[src/rtl/pipe_mem_arbiter_if.sv]
`default_nettype none
// ============================================================================
//  Module   : pipe_mem_arbiter_if
//  Brief    : Bundles the CPU MEM-stage, DMA and data-memory buses of the arbiter.
//  Revision : 1.0 - initial release
// ============================================================================
interface pipe_mem_arbiter_if #(
    parameter int ADDR_W = 32
);
    logic              cpu_wmem;
    logic              cpu_rmem;
    logic [ADDR_W-1:0] cpu_addr;
    logic [31:0]       cpu_wdata;
    logic              cpu_stall;
    logic              cpu_rvalid;
    logic [31:0]       cpu_rdata;

    logic              dma_valid;
    logic              dma_we;
    logic [ADDR_W-1:0] dma_addr;
    logic [31:0]       dma_wdata;
    logic              dma_ready;
    logic              dma_rvalid;
    logic [31:0]       dma_rdata;

    logic              mem_en;
    logic              mem_we;
    logic [ADDR_W-1:0] mem_addr;
    logic [31:0]       mem_wdata;
    logic [31:0]       mem_rdata;

    logic [15:0]       stall_cnt;

    // Environment side: pipeline, DMA engine and the memory macro.
    modport master (
        output cpu_wmem, cpu_rmem, cpu_addr, cpu_wdata,
        input  cpu_stall, cpu_rvalid, cpu_rdata,
        output dma_valid, dma_we, dma_addr, dma_wdata,
        input  dma_ready, dma_rvalid, dma_rdata,
        input  mem_en, mem_we, mem_addr, mem_wdata,
        output mem_rdata,
        input  stall_cnt
    );

    // Arbiter side.
    modport slave (
        input  cpu_wmem, cpu_rmem, cpu_addr, cpu_wdata,
        output cpu_stall, cpu_rvalid, cpu_rdata,
        input  dma_valid, dma_we, dma_addr, dma_wdata,
        output dma_ready, dma_rvalid, dma_rdata,
        output mem_en, mem_we, mem_addr, mem_wdata,
        input  mem_rdata,
        output stall_cnt
    );
endinterface
`default_nettype wire

[src/rtl/pipe_mem_arbiter.sv]
`default_nettype none
// ============================================================================
//  Module   : pipe_mem_arbiter
//  Brief    : CPU-priority arbiter for the single-port data memory with DMA
//             starvation guard, pipeline stall and registered read routing.
//  Revision : 1.0 - initial release
// ============================================================================
module pipe_mem_arbiter #(
    parameter int ADDR_W   = 32,
    parameter int MAX_WAIT = 4
) (
    input  logic              clock,
    input  logic              resetn,
    pipe_mem_arbiter_if.slave bus
);
    localparam logic [3:0]  c_MAX_WAIT  = 4'(MAX_WAIT);
    localparam logic [15:0] c_STALL_MAX = 16'hFFFF;

    logic              w_cpu_req;
    logic              w_dma_grant;
    logic              w_cpu_grant;
    logic              w_cpu_stall;
    logic              w_mem_en;
    logic              w_mem_we;
    logic [ADDR_W-1:0] w_mem_addr;
    logic [31:0]       w_mem_wdata;

    logic [3:0]        r_wait_cnt;
    logic              r_cpu_rd_q;
    logic              r_dma_rd_q;
    logic [15:0]       r_stall_cnt;

    // DMA only wins against a live CPU request once it has waited MAX_WAIT cycles.
    assign w_cpu_req   = bus.cpu_wmem | bus.cpu_rmem;
    assign w_dma_grant = bus.dma_valid & (~w_cpu_req | (r_wait_cnt == c_MAX_WAIT));
    assign w_cpu_grant = w_cpu_req & ~w_dma_grant;
    assign w_cpu_stall = w_cpu_req & ~w_cpu_grant;

    always_comb begin
        w_mem_en    = 1'b0;
        w_mem_we    = 1'b0;
        w_mem_addr  = '0;
        w_mem_wdata = '0;
        if (w_dma_grant) begin
            w_mem_en    = 1'b1;
            w_mem_we    = bus.dma_we;
            w_mem_addr  = bus.dma_addr;
            w_mem_wdata = bus.dma_wdata;
        end else if (w_cpu_grant) begin
            w_mem_en    = 1'b1;
            w_mem_we    = bus.cpu_wmem;
            w_mem_addr  = bus.cpu_addr;
            w_mem_wdata = bus.cpu_wdata;
        end
    end

    always_ff @(posedge clock or negedge resetn) begin
        if (!resetn) begin
            r_wait_cnt <= 4'd0;
        end else if (w_dma_grant || !bus.dma_valid) begin
            r_wait_cnt <= 4'd0;
        end else if (r_wait_cnt != c_MAX_WAIT) begin
            r_wait_cnt <= r_wait_cnt + 4'd1;
        end
    end

    // Read flags mark whose data the memory returns on the following cycle.
    always_ff @(posedge clock or negedge resetn) begin
        if (!resetn) begin
            r_cpu_rd_q <= 1'b0;
            r_dma_rd_q <= 1'b0;
        end else begin
            r_cpu_rd_q <= w_cpu_grant & ~bus.cpu_wmem;
            r_dma_rd_q <= w_dma_grant & ~bus.dma_we;
        end
    end

    always_ff @(posedge clock or negedge resetn) begin
        if (!resetn) begin
            r_stall_cnt <= 16'd0;
        end else if (w_cpu_stall && (r_stall_cnt != c_STALL_MAX)) begin
            r_stall_cnt <= r_stall_cnt + 16'd1;
        end
    end

    assign bus.mem_en     = w_mem_en;
    assign bus.mem_we     = w_mem_we;
    assign bus.mem_addr   = w_mem_addr;
    assign bus.mem_wdata  = w_mem_wdata;

    assign bus.cpu_stall  = w_cpu_stall;
    assign bus.cpu_rvalid = r_cpu_rd_q;
    assign bus.cpu_rdata  = r_cpu_rd_q ? bus.mem_rdata : 32'd0;

    assign bus.dma_ready  = w_dma_grant;
    assign bus.dma_rvalid = r_dma_rd_q;
    assign bus.dma_rdata  = r_dma_rd_q ? bus.mem_rdata : 32'd0;

    assign bus.stall_cnt  = r_stall_cnt;
endmodule
`default_nettype wire
[src/flat_wrapper.sv]
// flat-port wrapper written by rule: the top's interface ports become plain ports
module pipe_mem_arbiter_flat 
#(
    parameter int ADDR_W   = 32,
    parameter int MAX_WAIT = 4
)
  (clock, resetn, bus_cpu_wmem, bus_cpu_rmem, bus_cpu_addr, bus_cpu_wdata, bus_cpu_stall, bus_cpu_rvalid, bus_cpu_rdata, bus_dma_valid, bus_dma_we, bus_dma_addr, bus_dma_wdata, bus_dma_ready, bus_dma_rvalid, bus_dma_rdata, bus_mem_en, bus_mem_we, bus_mem_addr, bus_mem_wdata, bus_mem_rdata, bus_stall_cnt);
  pipe_mem_arbiter_if #(.ADDR_W(ADDR_W)) bus_i ();
  input  logic clock;
  input  logic resetn;
  input wire logic [$bits(bus_i.cpu_wmem)-1:0] bus_cpu_wmem;
  input wire logic [$bits(bus_i.cpu_rmem)-1:0] bus_cpu_rmem;
  input wire logic [$bits(bus_i.cpu_addr)-1:0] bus_cpu_addr;
  input wire logic [$bits(bus_i.cpu_wdata)-1:0] bus_cpu_wdata;
  output wire logic [$bits(bus_i.cpu_stall)-1:0] bus_cpu_stall;
  output wire logic [$bits(bus_i.cpu_rvalid)-1:0] bus_cpu_rvalid;
  output wire logic [$bits(bus_i.cpu_rdata)-1:0] bus_cpu_rdata;
  input wire logic [$bits(bus_i.dma_valid)-1:0] bus_dma_valid;
  input wire logic [$bits(bus_i.dma_we)-1:0] bus_dma_we;
  input wire logic [$bits(bus_i.dma_addr)-1:0] bus_dma_addr;
  input wire logic [$bits(bus_i.dma_wdata)-1:0] bus_dma_wdata;
  output wire logic [$bits(bus_i.dma_ready)-1:0] bus_dma_ready;
  output wire logic [$bits(bus_i.dma_rvalid)-1:0] bus_dma_rvalid;
  output wire logic [$bits(bus_i.dma_rdata)-1:0] bus_dma_rdata;
  output wire logic [$bits(bus_i.mem_en)-1:0] bus_mem_en;
  output wire logic [$bits(bus_i.mem_we)-1:0] bus_mem_we;
  output wire logic [$bits(bus_i.mem_addr)-1:0] bus_mem_addr;
  output wire logic [$bits(bus_i.mem_wdata)-1:0] bus_mem_wdata;
  input wire logic [$bits(bus_i.mem_rdata)-1:0] bus_mem_rdata;
  output wire logic [$bits(bus_i.stall_cnt)-1:0] bus_stall_cnt;
  assign bus_i.cpu_wmem = bus_cpu_wmem;
  assign bus_i.cpu_rmem = bus_cpu_rmem;
  assign bus_i.cpu_addr = bus_cpu_addr;
  assign bus_i.cpu_wdata = bus_cpu_wdata;
  assign bus_cpu_stall = bus_i.cpu_stall;
  assign bus_cpu_rvalid = bus_i.cpu_rvalid;
  assign bus_cpu_rdata = bus_i.cpu_rdata;
  assign bus_i.dma_valid = bus_dma_valid;
  assign bus_i.dma_we = bus_dma_we;
  assign bus_i.dma_addr = bus_dma_addr;
  assign bus_i.dma_wdata = bus_dma_wdata;
  assign bus_dma_ready = bus_i.dma_ready;
  assign bus_dma_rvalid = bus_i.dma_rvalid;
  assign bus_dma_rdata = bus_i.dma_rdata;
  assign bus_mem_en = bus_i.mem_en;
  assign bus_mem_we = bus_i.mem_we;
  assign bus_mem_addr = bus_i.mem_addr;
  assign bus_mem_wdata = bus_i.mem_wdata;
  assign bus_i.mem_rdata = bus_mem_rdata;
  assign bus_stall_cnt = bus_i.stall_cnt;
  pipe_mem_arbiter #(.ADDR_W(ADDR_W), .MAX_WAIT(MAX_WAIT)) u_core (.clock(clock), .resetn(resetn), .bus(bus_i));
endmodule
[config.mk]
export PLATFORM = sky130hd
export DESIGN_NAME = pipe_mem_arbiter_flat
export DESIGN_NICKNAME = d
export VERILOG_FILES = /design/src/rtl/pipe_mem_arbiter_if.sv /design/src/rtl/pipe_mem_arbiter.sv /design/src/flat_wrapper.sv
export SDC_FILE = /design/constraint.sdc
export NUM_CORES = 1
export LEC_CHECK = 0
export BUFFER_PORTS_ARGS = -buffer_cell sky130_fd_sc_hd__buf_4
export CORE_AREA = 2 2 123 125
export CTS_CLUSTER_SIZE = 16
export DETAILED_ROUTE_END_ITERATION = 8
export DIE_AREA = 0 0 125 127
export PLACE_DENSITY = 0.47
export SLEW_MARGIN = 20
export SYNTH_ARGS = -nofsm -noshare
export SYNTH_HDL_FRONTEND = slang
export SYNTH_SLANG_ARGS = --single-unit
export TNS_END_PERCENT = 100
[constraint.sdc]
create_clock -name clock -period 2.8 [get_ports clock]
set_clock_uncertainty 0.1 [all_clocks]
set_input_delay 0.56 -clock clock [delete_from_list [all_inputs] [get_ports clock]]
set_output_delay 0.56 -clock clock [all_outputs]
set_load 0.02 [all_outputs]
# Yosys cells after proc, flatten, opt, wreduce, memory -nomap -nowiden
# Index checks and enable logic that the tools add are counted.
totals:
  elab_cells: 37
  reg_bits: 22
  in_bits: 166
classes:
  eq_ne: 3
  n_reduce_logical: 4
  bitwise_logic: 12
  addsub: 2
  muxes: 12
op_table:
  columns: ["cell", "n"]
  rows:
  - ["$mux W32", 6]
  - ["$add A16 B1 Y16 const B", 1]
  - ["$ne A16 B16 Y1 const B", 1]
  - ["$mux W4", 2]
  - ["$and A1 B1 Y1", 5]
  - ["$not A1 Y1", 5]
  - ["$add A4 B1 Y4 const B", 1]
  - ["$eq A4 B3 Y1 const B", 1]
  - ["$mux W1", 4]
  - ["$ne A4 B3 Y1 const B", 1]
  - ["$or A1 B1 Y1", 2]
  - ["$reduce_bool A2 Y1", 1]
  - ["$logic_and A1 B1 Y1", 1]
  - ["$logic_not A1 Y1", 1]
  - ["$logic_or A1 B1 Y1", 1]

# Logic depth before layout (Yosys ltp)
# Gate-level depths: netlist of the first run.
logic_depth:
  ltp_word: 9
  mapped_depth: 7

# Least setup slack after synthesis of the first run
# No wires, ideal clock.
synth_timing:
  path_type: "in2out"
  startpoint: "input port bus_cpu_rmem"
  endpoint: "output port bus_mem_wdata[24]"
  n_path_buf: 1
  slack_ns: 0.322
  t_arrival_ns: 1.818
  cell_stages: 4
  path_cell_list: "or2_2 > a21boi_2 > clkbuf_1 > a22o_1"
synth_between:
  elab_chain_cells: 8
synth_rtl:
  columns: ["item", "line", "source"]
  rows:
  - ["start, declared", "flat_wrapper.sv:12", "input wire logic [$bits(bus_i.cpu_rmem)-1:0] bus_cpu_rmem;"]
  - ["$or A1 B1 Y1 (*)", "pipe_mem_arbiter.sv:34", "assign w_cpu_req = bus.cpu_wmem | bus.cpu_rmem;"]
  - ["$not A1 Y1 (*)", "pipe_mem_arbiter.sv:35", "assign w_dma_grant = bus.dma_valid & (~w_cpu_req | (r_wait_cnt == c_MAX_WAIT));"]
  - ["$or A1 B1 Y1 (*)", "pipe_mem_arbiter.sv:35", null]
  - ["$and A1 B1 Y1 (*)", "pipe_mem_arbiter.sv:35", null]
  - ["net bus_dma_ready", "flat_wrapper.sv:22", "output wire logic [$bits(bus_i.dma_ready)-1:0] bus_dma_ready;"]
  - ["$not A1 Y1", "pipe_mem_arbiter.sv:36", "assign w_cpu_grant = w_cpu_req & ~w_dma_grant;"]
  - ["$and A1 B1 Y1", "pipe_mem_arbiter.sv:36", null]
  - ["$mux W32", "pipe_mem_arbiter.sv:49", "end else if (w_cpu_grant) begin"]
  - ["$mux W32 (*)", "pipe_mem_arbiter.sv:44", "if (w_dma_grant) begin"]
  - ["end, declared", "flat_wrapper.sv:28", "output wire logic [$bits(bus_i.mem_wdata)-1:0] bus_mem_wdata;"]
# The timed path passes the listed nets; every way through them passes the cells marked *.

# Worst setup path in the final report of the first run
layout_timing:
  startpoint: "register u_core.r_wait_cnt[0]"
  endpoint: "output port bus_mem_addr[15]"
layout_between:
  elab_chain_cells: 7
layout_rtl:
  columns: ["item", "line", "source"]
  rows:
  - ["start, declared", "pipe_mem_arbiter.sv:28", "logic [3:0] r_wait_cnt;"]
  - ["start signal, assigned", "pipe_mem_arbiter.sv:63", "r_wait_cnt <= r_wait_cnt + 4'd1;"]
  - ["$eq A4 B3 Y1 (*)", "pipe_mem_arbiter.sv:35", null]
  - ["$or A1 B1 Y1 (*)", "pipe_mem_arbiter.sv:35", null]
  - ["$and A1 B1 Y1 (*)", "pipe_mem_arbiter.sv:35", null]
  - ["$not A1 Y1", "pipe_mem_arbiter.sv:36", null]
  - ["$and A1 B1 Y1", "pipe_mem_arbiter.sv:36", null]
  - ["$mux W32", "pipe_mem_arbiter.sv:49", null]
  - ["$mux W32 (*)", "pipe_mem_arbiter.sv:44", null]
  - ["end, declared", "flat_wrapper.sv:27", "output wire logic [$bits(bus_i.mem_addr)-1:0] bus_mem_addr;"]
# Mark *: on every way between the ends. The rest lies on a longest branch, timed or not.

==> results by group, run 1 <==
Synth
  – Asr flop ratio synth: 1.00
  – Fraction of the yosys area taken by sequential cells: 0.252
  – Synth Warn #: 0
  – Synthesized area: ~0.0022 mm^2
  – Avg Cell Area, Syn: around 8.9 um^2
  – Synth top area share: 0.256
  – Gate Count Post-Synth: about 250
  – Synth Net Count: 416
  – Top_reg_cell synth: dfrtp_1
  – Number of synthesized register bits: 22
  – Dominant cell type by area after synthesis: a22o_1
  – Leading post-synthesis cells by cell area: a22o_1 26%, dfrtp_1 25%, and2_1 18%, xor2_1 6.0%, buf_2 2.1%
  – Post-synth EDFFs: 0
  – Yosys cell types: 31

STA
  – Unrepaired setup endpoints after global routing: yes
  – Setup-failing EPs final: 0
  – Period utilization: 0.960
  – Final hold vios: 0
  – Max-slew headroom: 0.462
  – Final slew viol count: 0
  – Final min period: approximately 2700 ps
  – Setup TNS: 0 ps
  – Hold_ws: roughly 85 ps
  – Fmax: between 300 and 400 MHz
  – Worst-margin pin slew: approximately 810 ps

Worst setup path
  – Crit path cell chain: inv_1 > ha_1 > nand3b_4 > a21boi_4 > nor2_4 > buf_12 > a22o_1 > buf_4
  – CP max FO: 64
  – Worst Path Required: approximately 2100 ps
  – Slowest cell on the critical path: dfrtp_1
  – Startpoint types: register
  – R2R Setup Slk: between 700 and 800 ps
  – Arr. time, crit path: around 2000 ps
  – Crit Path Class: register to output pin
  – Crit-path max cell delay: 420 ps
  – Worst reg2reg path depth: 6
  – Setup crit end kind: output pin

Global routing
  – Gr usage total: 0.123
  – Largest net degree at the start of global routing: 65
  – Global route total overflow: 0
  – Initial antenna violation count: 0
  – Vias in the first global route: approximately 3100
  – First-pass GRT wire length: between 15000 and 20000 um

Place
  – Post-DP HPWL: around 9300 um
  – PortBufs: ~320
  – Post-DP Area: between 0.004 and 0.005 mm^2
  – RD Place Congestion: around 0.94

Power and ir drop
  – Power Density: about 320 mW/mm^2
  – Leak: 2.67 nW
  – Peak VDD IR: ~0.14 mV

Clocking
  – CTS max path bufs: 2
  – H-Tree Depth: 1
  – CTS clk-pin slew, worst paths: 60 ps
  – Num CTS Buffers: 3
  – Cts-stage hold buffer count: 0
  – Clk_lat worst skew: roughly 260 ps
  – Root Buffer: clkbuf_16
  – Clock Sinks: 22
  – CTS tree: yes

Floorplanning
  – Core area: ~0.014 mm^2
  – Io pins: 316
  – Row cnt: 44
  – Die width: about 130 um
  – Starting Density: 0.152
  – Die Ht: between 100 and 150 um
  – Die Area: 0.0159 mm^2

Route
  – DR pass1 iterations: 4
  – Post-Route WL: roughly 11000 um
  – DRT iter0 DRCs: 95
  – Post-DRT Antenna Nets: 0
  – Routed via count: approximately 3200
  – Routed length per instance: between 10 and 15 um
  – Vias/cell: around 4.3
  – Post-route DRC: 0

Run status
  – Status: finished, final reports clean

Layout
  – Utilization after layout: 0.338
  – Design Area, Final: about 0.005 mm^2
  – Area Growth Syn to Fin: 122%
  – Layout cell share with drive strength beyond 1: 0.616
  – Post-layout nets: 719
  – Ant diodes: 0

Worst hold path
  – Hold Path Class: input pin to asynchronous set/reset pin

Job
  – Number of max-cap violations: 0
==> cells in the final DEF (no fill, tap or decap), types with 3 or more instances in the layout <==
cell / count
a22o_1: 64
dfrtp_1: 22
buf_4: 315
nor4_2: 3
inv_1: 5
nand2_1: 3
nor3b_1: 3
xor2_1: 15
nor2_1: 7
nand3_1: 7
nand4_1: 4
and2_1: 64
nor3_1: 4
ha_1: 3
clkbuf_16: 3
==> power breakdown <==
group	internal [mW]	leakage (nW)	switching, mW
registers	0.339	0.284	0.0436
clock network	0.284	0.0511	0.121
logic	0.400	2.34	0.351
==> registers in the layout, summed over array words and instances, names as in the netlist <==
name / count
u_core.bus.stall_cnt: 16
u_core.r_wait_cnt: 4
u_core.bus.cpu_rvalid: 1
u_core.bus.dma_rvalid: 1
==> logic make-up (layout without fill, tap and decap cells) <==
logic type,Yosys count,count (layout),synth area share
compound gates,67,67,0.267
buf+inv,26,328,0.0532
mux,2,2,0.0103
fa+ha+maj,3,3,0.0172
simple gates,110,110,0.333
flops,22,22,0.252
xor+xnor,17,17,0.0680
==> routing by layer <==
metal	routed length, um	vias to the layer above	GRT usage
li1	-	1502	-
met4	155	0	0.0281
met3	1070	10	0.0264
met1	3790	1450	0.133
met5	0	-	0
met2	5960	204	0.243
==> what timing repair did <==
action                     4_1_cts  5_1_grt
setup endpoints to repair        0        6
resized for setup                0        2
setup buffers                    0        0
==> synth_stat cells, types with 3 or more instances <==
cell / number
nor3b_1: 3
nor2_1: 8
nand2_1: 3
ha_1: 3
nand3_1: 7
a22o_1: 64
inv_1: 5
clkbuf_1: 11
nor3_1: 4
nor4_2: 3
dfrtp_1: 22
nand4_1: 4
xor2_1: 15
and2_1: 64
buf_2: 9
==> worst paths after layout <==
kind | start | end
setup / recovery | u_core.r_wait_cnt[0] | bus_mem_addr[15]
hold / removal | resetn | u_core.bus.stall_cnt[4]
setup reg to reg | u_core.r_wait_cnt[0] | u_core.bus.stall_cnt[15]
hold reg to reg | u_core.bus.stall_cnt[5] | u_core.bus.stall_cnt[5]
max in group asynchronous | resetn | u_core.r_wait_cnt[1]
min in group clock | bus_dma_we | u_core.bus.dma_rvalid
==> through the flow <==
| stage | instances | power (mW) | worst slack (ps) |
|---|---|---|---|
| global route | 733 | 1.62 | -0.145 |
| global placement | 729 | 1.14 | 195 |
| floorplan | 247 | 0.708 | 322 |
| finish | 733 | 1.54 | 111 |
| CTS | 733 | 1.56 | 82.5 |
| detailed placement | 729 | 1.15 | 155 |
==> area by class of cell <==
cell class	count	area [um^2]
timing repair buffer	319	2430
inverter	5	18.8
tap	184	230
clock buffer	3	75.1
clock inverter	1	30.0
multi-input combinational	199	1540
sequential	22	551
fill	1517	9560
==> worst max-delay path: cells and delay by family (launching register included) <==
| family | cells | cell delay (ps) |
|---|---|---|
| buffers and inverters | 3 | 420 |
| and+or+nand+nor | 2 | 180 |
| AOI/OAI and AO/OA | 2 | 520 |
| DFF | 1 | 420 |
| adders and majority gates | 1 | 200 |
(Power assumes the default switching activity.)
==> run 2: changes to the inputs <==
==> constraint.sdc (replaced) <==
create_clock -name clock -period 2.8 [get_ports clock]
set_clock_uncertainty 0.1 [all_clocks]
set_input_delay 0.14 -clock clock [delete_from_list [all_inputs] [get_ports clock]]
set_output_delay 0.14 -clock clock [all_outputs]
set_load 0.02 [all_outputs]
==> run 2 against run 1 <==
Net effect: die area unchanged; clock power shrank 16%; critical path depth down 1; utilization fell by 0.095 points; final cell count increased by 0.27%; register-to-register slack worse by 20 ps; critical path type is now input pin to output pin; critical endpoint is now bus_mem_addr[3]; highest routed layer unchanged.
==> results by group, run 2 (synthesis gave the netlist of run 1 again) <==
Power and ir drop
  – Clk pwr share: 0.230
  – Peak VDD IR: about 0.16 mV
  – Psw: a little over 0.5 mW
  – Int Power: about 0.96 mW
  – Sw Ratio: 0.349
  – Sequential power share: 0.260
  – Leak: 2.67 nW
  – Comb power frac: 0.509
  – Power Density: 303 mW/mm^2

Worst setup path
  – CP max FO: between 40 and 50
  – Crit Path Class: input pin to output pin
  – Worst Path Required: between 2000 and 3000 ps
  – Arr. time, crit path: ~2300 ps
  – Setup crit end kind: output pin
  – Startpoint types: input pin
  – Worst reg2reg path depth: 5

STA
  – Setup-failing EPs final: 0
  – Period utilization: 0.904
  – Worst-margin pin slew: just over 800 ps
  – Final hold vios: 0
  – Fmax: 395 MHz
  – Setup TNS: 0 ps
  – Unrepaired setup endpoints after global routing: no
  – Max-slew headroom: 0.460
  – Final min period: about 2500 ps
  – Final slew viol count: 0

Route
  – Post-DRT Antenna Nets: 0
  – DR pass1 iterations: 4
  – Routed length per instance: approximately 15 um
  – Routed via count: 3145
  – Vias/cell: 4.28
  – Post-route DRC: 0
  – DRT iter0 DRCs: 78
  – Post-Route WL: between 10000 and 15000 um

Clocking
  – Resized Gates After CTS: 0
  – Num CTS Buffers: 3
  – H-Tree Depth: 1
  – Clk_lat worst skew: 260 ps
  – CTS clk-pin slew, worst paths: around 60 ps
  – CTS tree: yes
  – CTS max path bufs: 2
  – Clock Sinks: 22
  – Root Buffer: clkbuf_16

Global routing
  – Vias in the first global route: between 3000 and 4000
  – Gr usage total: 0.124
  – Global route total overflow: 0
  – Initial antenna violation count: 0
  – First-pass GRT wire length: 16200 um
  – Largest net degree at the start of global routing: 65

Place
  – RD Place Congestion: 0.901
  – Post-DP HPWL: between 9000 and 10000 um
  – PortBufs: roughly 320

Floorplanning
  – Die width: approximately 130 um
  – Die Area: ~0.016 mm^2
  – Die Ht: roughly 130 um
  – Io pins: 316
  – Starting Density: 0.152
  – Core area: roughly 0.014 mm^2
  – Row cnt: 44

Layout
  – Ant diodes: 0
  – Post-layout nets: 721
  – Layout cell share with drive strength beyond 1: 0.612
  – Most frequent cells in the layout: 317 x buf_4, 64 x a22o_1, 64 x and2_1
  – Max reg flops: 16
  – Commonest non-fill, non-tap cell in the layout: buf_4
  – Area Growth Syn to Fin: 122%
  – Utilization after layout: 0.337

Job
  – Number of max-cap violations: 0

Worst hold path
  – Hold depth: 2
  – Hold Path Class: input pin to register

Run status
  – Status: finished, final reports clean
## run 2: repair_timing
action / 4_1_cts / 5_1_grt
buffers inserted: 0 / 0
hold endpoints to repair: 24 / 0
hold buffers: 3 / 0
## run 2: routing by layer
layer	GRT usage	up-vias	wire length (um)
met4	0.0248	0	129
met3	0.0285	9	1070
li1	-	1508	-
met2	0.253	203	6150
met1	0.129	1425	3710
met5	0	-	0
## run 2: cell type report
type | instances | area, um^2
fill | 1511 | 9570
timing repair buffer | 321 | 2430
multi-input combinational | 199 | 1540
sequential | 22 | 551
tap | 184 | 230
clock buffer | 4 | 88.8
inverter | 5 | 18.8
## run 2: final timing paths
check | startpoint | to | slack (ps)
max | bus_cpu_wmem | bus_mem_addr[3] | 270
min | bus_cpu_rmem | u_core.bus.cpu_rvalid | 80
max reg2reg | u_core.bus.stall_cnt[0] | u_core.bus.stall_cnt[1] | 740
min reg2reg | u_core.r_wait_cnt[0] | u_core.r_wait_cnt[0] | 380
max in group asynchronous | resetn | u_core.bus.dma_rvalid | 2170
min in group asynchronous | resetn | u_core.bus.stall_cnt[4] | 210
## run 2: worst max-delay path, stage by stage
cell	delay (ps)
dlygate4sd3_1	550
buf_4	160
or2_2	310
a21boi_4	240
buf_4	460
a22o_1	260
buf_4	150
## run 2: power groups by stage
stage	registers, mW	clock network (mW)	logic, mW
finish	0.383	0.339	0.749
CTS	0.384	0.345	0.758
global placement	0.388	0	0.752
global route	0.389	0.358	0.798
floorplan	0.396	0	0.312
detailed placement	0.389	0	0.752
## run 2: per-stage QoR
stage | instance area (um^2) | hold WS [ps] | setup WS (ps) | instances | power (mW)
floorplan | 2190 | -256 | 864 | 247 | 0.708
global placement | 4740 | -53.2 | 710 | 728 | 1.14
detailed placement | 4740 | -51.6 | 690 | 728 | 1.14
CTS | 4850 | 71.1 | 255 | 735 | 1.49
global route | 4850 | 88.0 | 146 | 735 | 1.55
finish | 4850 | 75.7 | 269 | 735 | 1.47
==> run 3: changes to the inputs <==
--- a/config.mk
+++ b/config.mk
@@ -5,12 +5,12 @@
 export SDC_FILE = /design/constraint.sdc
 export NUM_CORES = 1
 export LEC_CHECK = 0
-export BUFFER_PORTS_ARGS = -buffer_cell sky130_fd_sc_hd__buf_4
 export CORE_AREA = 2 2 123 125
 export CTS_CLUSTER_SIZE = 16
 export DETAILED_ROUTE_END_ITERATION = 8
 export DIE_AREA = 0 0 125 127
-export PLACE_DENSITY = 0.47
+export DONT_BUFFER_PORTS = 1
+export PLACE_DENSITY = 0.3
 export SLEW_MARGIN = 20
 export SYNTH_ARGS = -nofsm -noshare
 export SYNTH_HDL_FRONTEND = slang
==> run 3 against run 2 <==
Net effect: non-clock buffer count down 312; register-to-register slack worse by 260 ps; setup slack better by 100 ps; die area unchanged; worst hold slack better by 140 ps; combinational power down 53%; sequential power up 6.0%; final cell count down 42%; via count down 34%; total power down 21%; utilization down 16 points; critical endpoint is now bus_mem_we; largest power group is now registers; highest routed layer unchanged.
==> results by group, run 3 (synthesis gave the netlist of run 1 again) <==
Global routing
  – First-pass GRT wire length: about 10000 um
  – Largest net degree at the start of global routing: 65
  – Gr usage total: 0.0840
  – Global route total overflow: 0
  – Vias in the first global route: ~1800
  – Initial antenna violation count: 0

Worst setup path
  – Startpoint types: register
  – Crit Path Class: register to output pin
  – CP max FO: 52
  – Reg2Reg Capture Point: u_core.bus.cpu_rvalid
  – Crit-path max cell delay: around 480 ps
  – Crit path buffers/inverters: 2
  – Worst reg2reg path depth: 7
  – Critical Path End: bus_mem_we
  – R2R Setup Slk: about 480 ps
  – Worst r2r src: u_core.r_wait_cnt[0]
  – Crit. Startpoint: u_core.r_wait_cnt[0]
  – Largest delay contributor family on the critical path: buffers and inverters
  – Crit path cell chain: inv_1 > ha_1 > nand3b_4 > a21boi_4 > buf_4 > mux2_2
  – Arr. time, crit path: between 2000 and 2500 ps
  – Worst Path Required: about 2600 ps
  – Setup crit end kind: output pin
  – Slowest cell on the critical path: buf_4
  – Stages on worst setup path: 6

STA
  – Setup TNS: 0 ps
  – Final min period: between 2000 and 2500 ps
  – Final slew viol count: 0
  – Fmax: roughly 410 MHz
  – Final hold vios: 0
  – Max-slew headroom: 0.415
  – Setup-failing EPs final: 0
  – Period utilization: 0.866
  – Hold_ws: ~220 ps
  – Worst-margin pin slew: 878 ps
  – Unrepaired setup endpoints after global routing: no

Place
  – Placed insts: ~410
  – Post-DP HPWL: 6780 um
  – RD Place Congestion: ~0.75
  – PortBufs: 0

Clocking
  – CTS tree: yes
  – Clk_lat worst skew: about 260 ps
  – Root Buffer: clkbuf_16
  – CTS max path bufs: 2
  – CTS clk-pin slew, worst paths: around 60 ps
  – Resized Gates After CTS: 0
  – Num CTS Buffers: 3
  – H-Tree Depth: 1
  – Clock Sinks: 22

Floorplanning
  – Row cnt: 44
  – Core area: ~0.014 mm^2
  – Io pins: approximately 320
  – Die Area: ~0.016 mm^2
  – Die width: ~130 um
  – Die Ht: roughly 130 um
  – Starting Density: 0.152

Power and ir drop
  – Post-layout power: about 1.2 mW
  – Leak: around 1.1 nW
  – Power Density: approximately 460 mW/mm^2
  – Peak VDD IR: around 0.2 mV

Layout
  – Layout cell share with drive strength beyond 1: 0.0962
  – Post-layout nets: a little over 400
  – Most frequent cells in the layout: 64 x a22o_1, 64 x and2_1, 22 x dfrtp_1
  – Finished Layout Cells: around 420
  – Ant diodes: 0
  – Max reg flops: 16
  – Filler cell count: about 1600
  – Area Growth Syn to Fin: 15.1%

Route
  – Post-Route WL: a little over 8000 um
  – DRT iter0 DRCs: 70
  – Routed length per instance: 19.1 um
  – Post-DRT Antenna Nets: 0
  – Routed via count: 2080
  – DR pass1 iterations: 4
  – Vias/cell: 4.92
  – Post-route DRC: 0

Worst hold path
  – Hold Path Class: input pin to register

Job
  – Number of max-cap violations: 0

Run status
  – Status: finished, final reports clean
## run 3: cell types whose count changed in the layout (fill, tap and decap cells not counted)
| cell | change |
|---|---|
| buf_4 | -314 |
| dlygate4sd3_1 | +2 |
| buf_12 | -1 |
| buf_2 | +1 |
| bufinv_16 | +1 |
| clkbuf_8 | -1 |
## run 3: timing repair
| action | in CTS | in global routing |
|---|---|---|
| hold endpoints to repair | 27 | 22 |
| hold buffers | 5 | 1 |
| buffers inserted | 0 | 0 |
## run 3: how the worst min path moves through the flow
stage / from / endpoint / slack (ps) / depth (start not counted)
global placement: resetn / u_core.bus.stall_cnt[1] / -260 / 0
finish: bus_cpu_wmem / u_core.r_wait_cnt[0] / 220 / 3
floorplan: resetn / u_core.bus.cpu_rvalid / -260 / 0
global route: bus_cpu_wmem / u_core.r_wait_cnt[1] / 240 / 3
CTS: bus_cpu_wmem / u_core.r_wait_cnt[0] / 210 / 3
detailed placement: resetn / u_core.bus.stall_cnt[1] / -260 / 0
## run 3: worst reg2reg max path: cells and delay by family (launching register included)
| family | cells | cell delay (ps) |
|---|---|---|
| AND/OR/NAND/NOR | 2 | 210 |
| AO/OA/AOI/OAI | 1 | 200 |
| buffers and inverters | 3 | 1120 |
| adder cells (fa/ha/maj) | 1 | 180 |
| flip-flops | 1 | 410 |
## run 3: through the flow
stage	utilization	instance area, um^2	setup slack [ps]
finish	0.175	2520	374
global route	0.175	2520	220
CTS	0.174	2510	353
detailed placement	0.164	2360	639
global placement	0.164	2360	673
floorplan	-	2190	864
## run 3: area by class of cell
cell class / count / area [um^2] / share of cell area
inverter: 5 / 18.8 / 0.00745
clock inverter: 1 / 30.0 / 0.0119
multi-input combinational: 199 / 1540 / 0.610
timing repair buffer: 9 / 77.6 / 0.0308
clock buffer: 3 / 75.1 / 0.0298
tap: 184 / 230 / 0.0914
sequential: 22 / 551 / 0.219
## run 3: report_power, final
part | total, mW | internal, mW | switching, mW
Clock | 0.405 | 0.284 | 0.121
Sequential | 0.406 | 0.339 | 0.0675
Combinational | 0.353 | 0.104 | 0.249
## run 3: per-layer routing
metal | global-route usage | wire [um]
met5 | 0 | 0
met4 | 0.0144 | 72
met3 | 0.0117 | 590
met2 | 0.158 | 4270
met1 | 0.103 | 3160
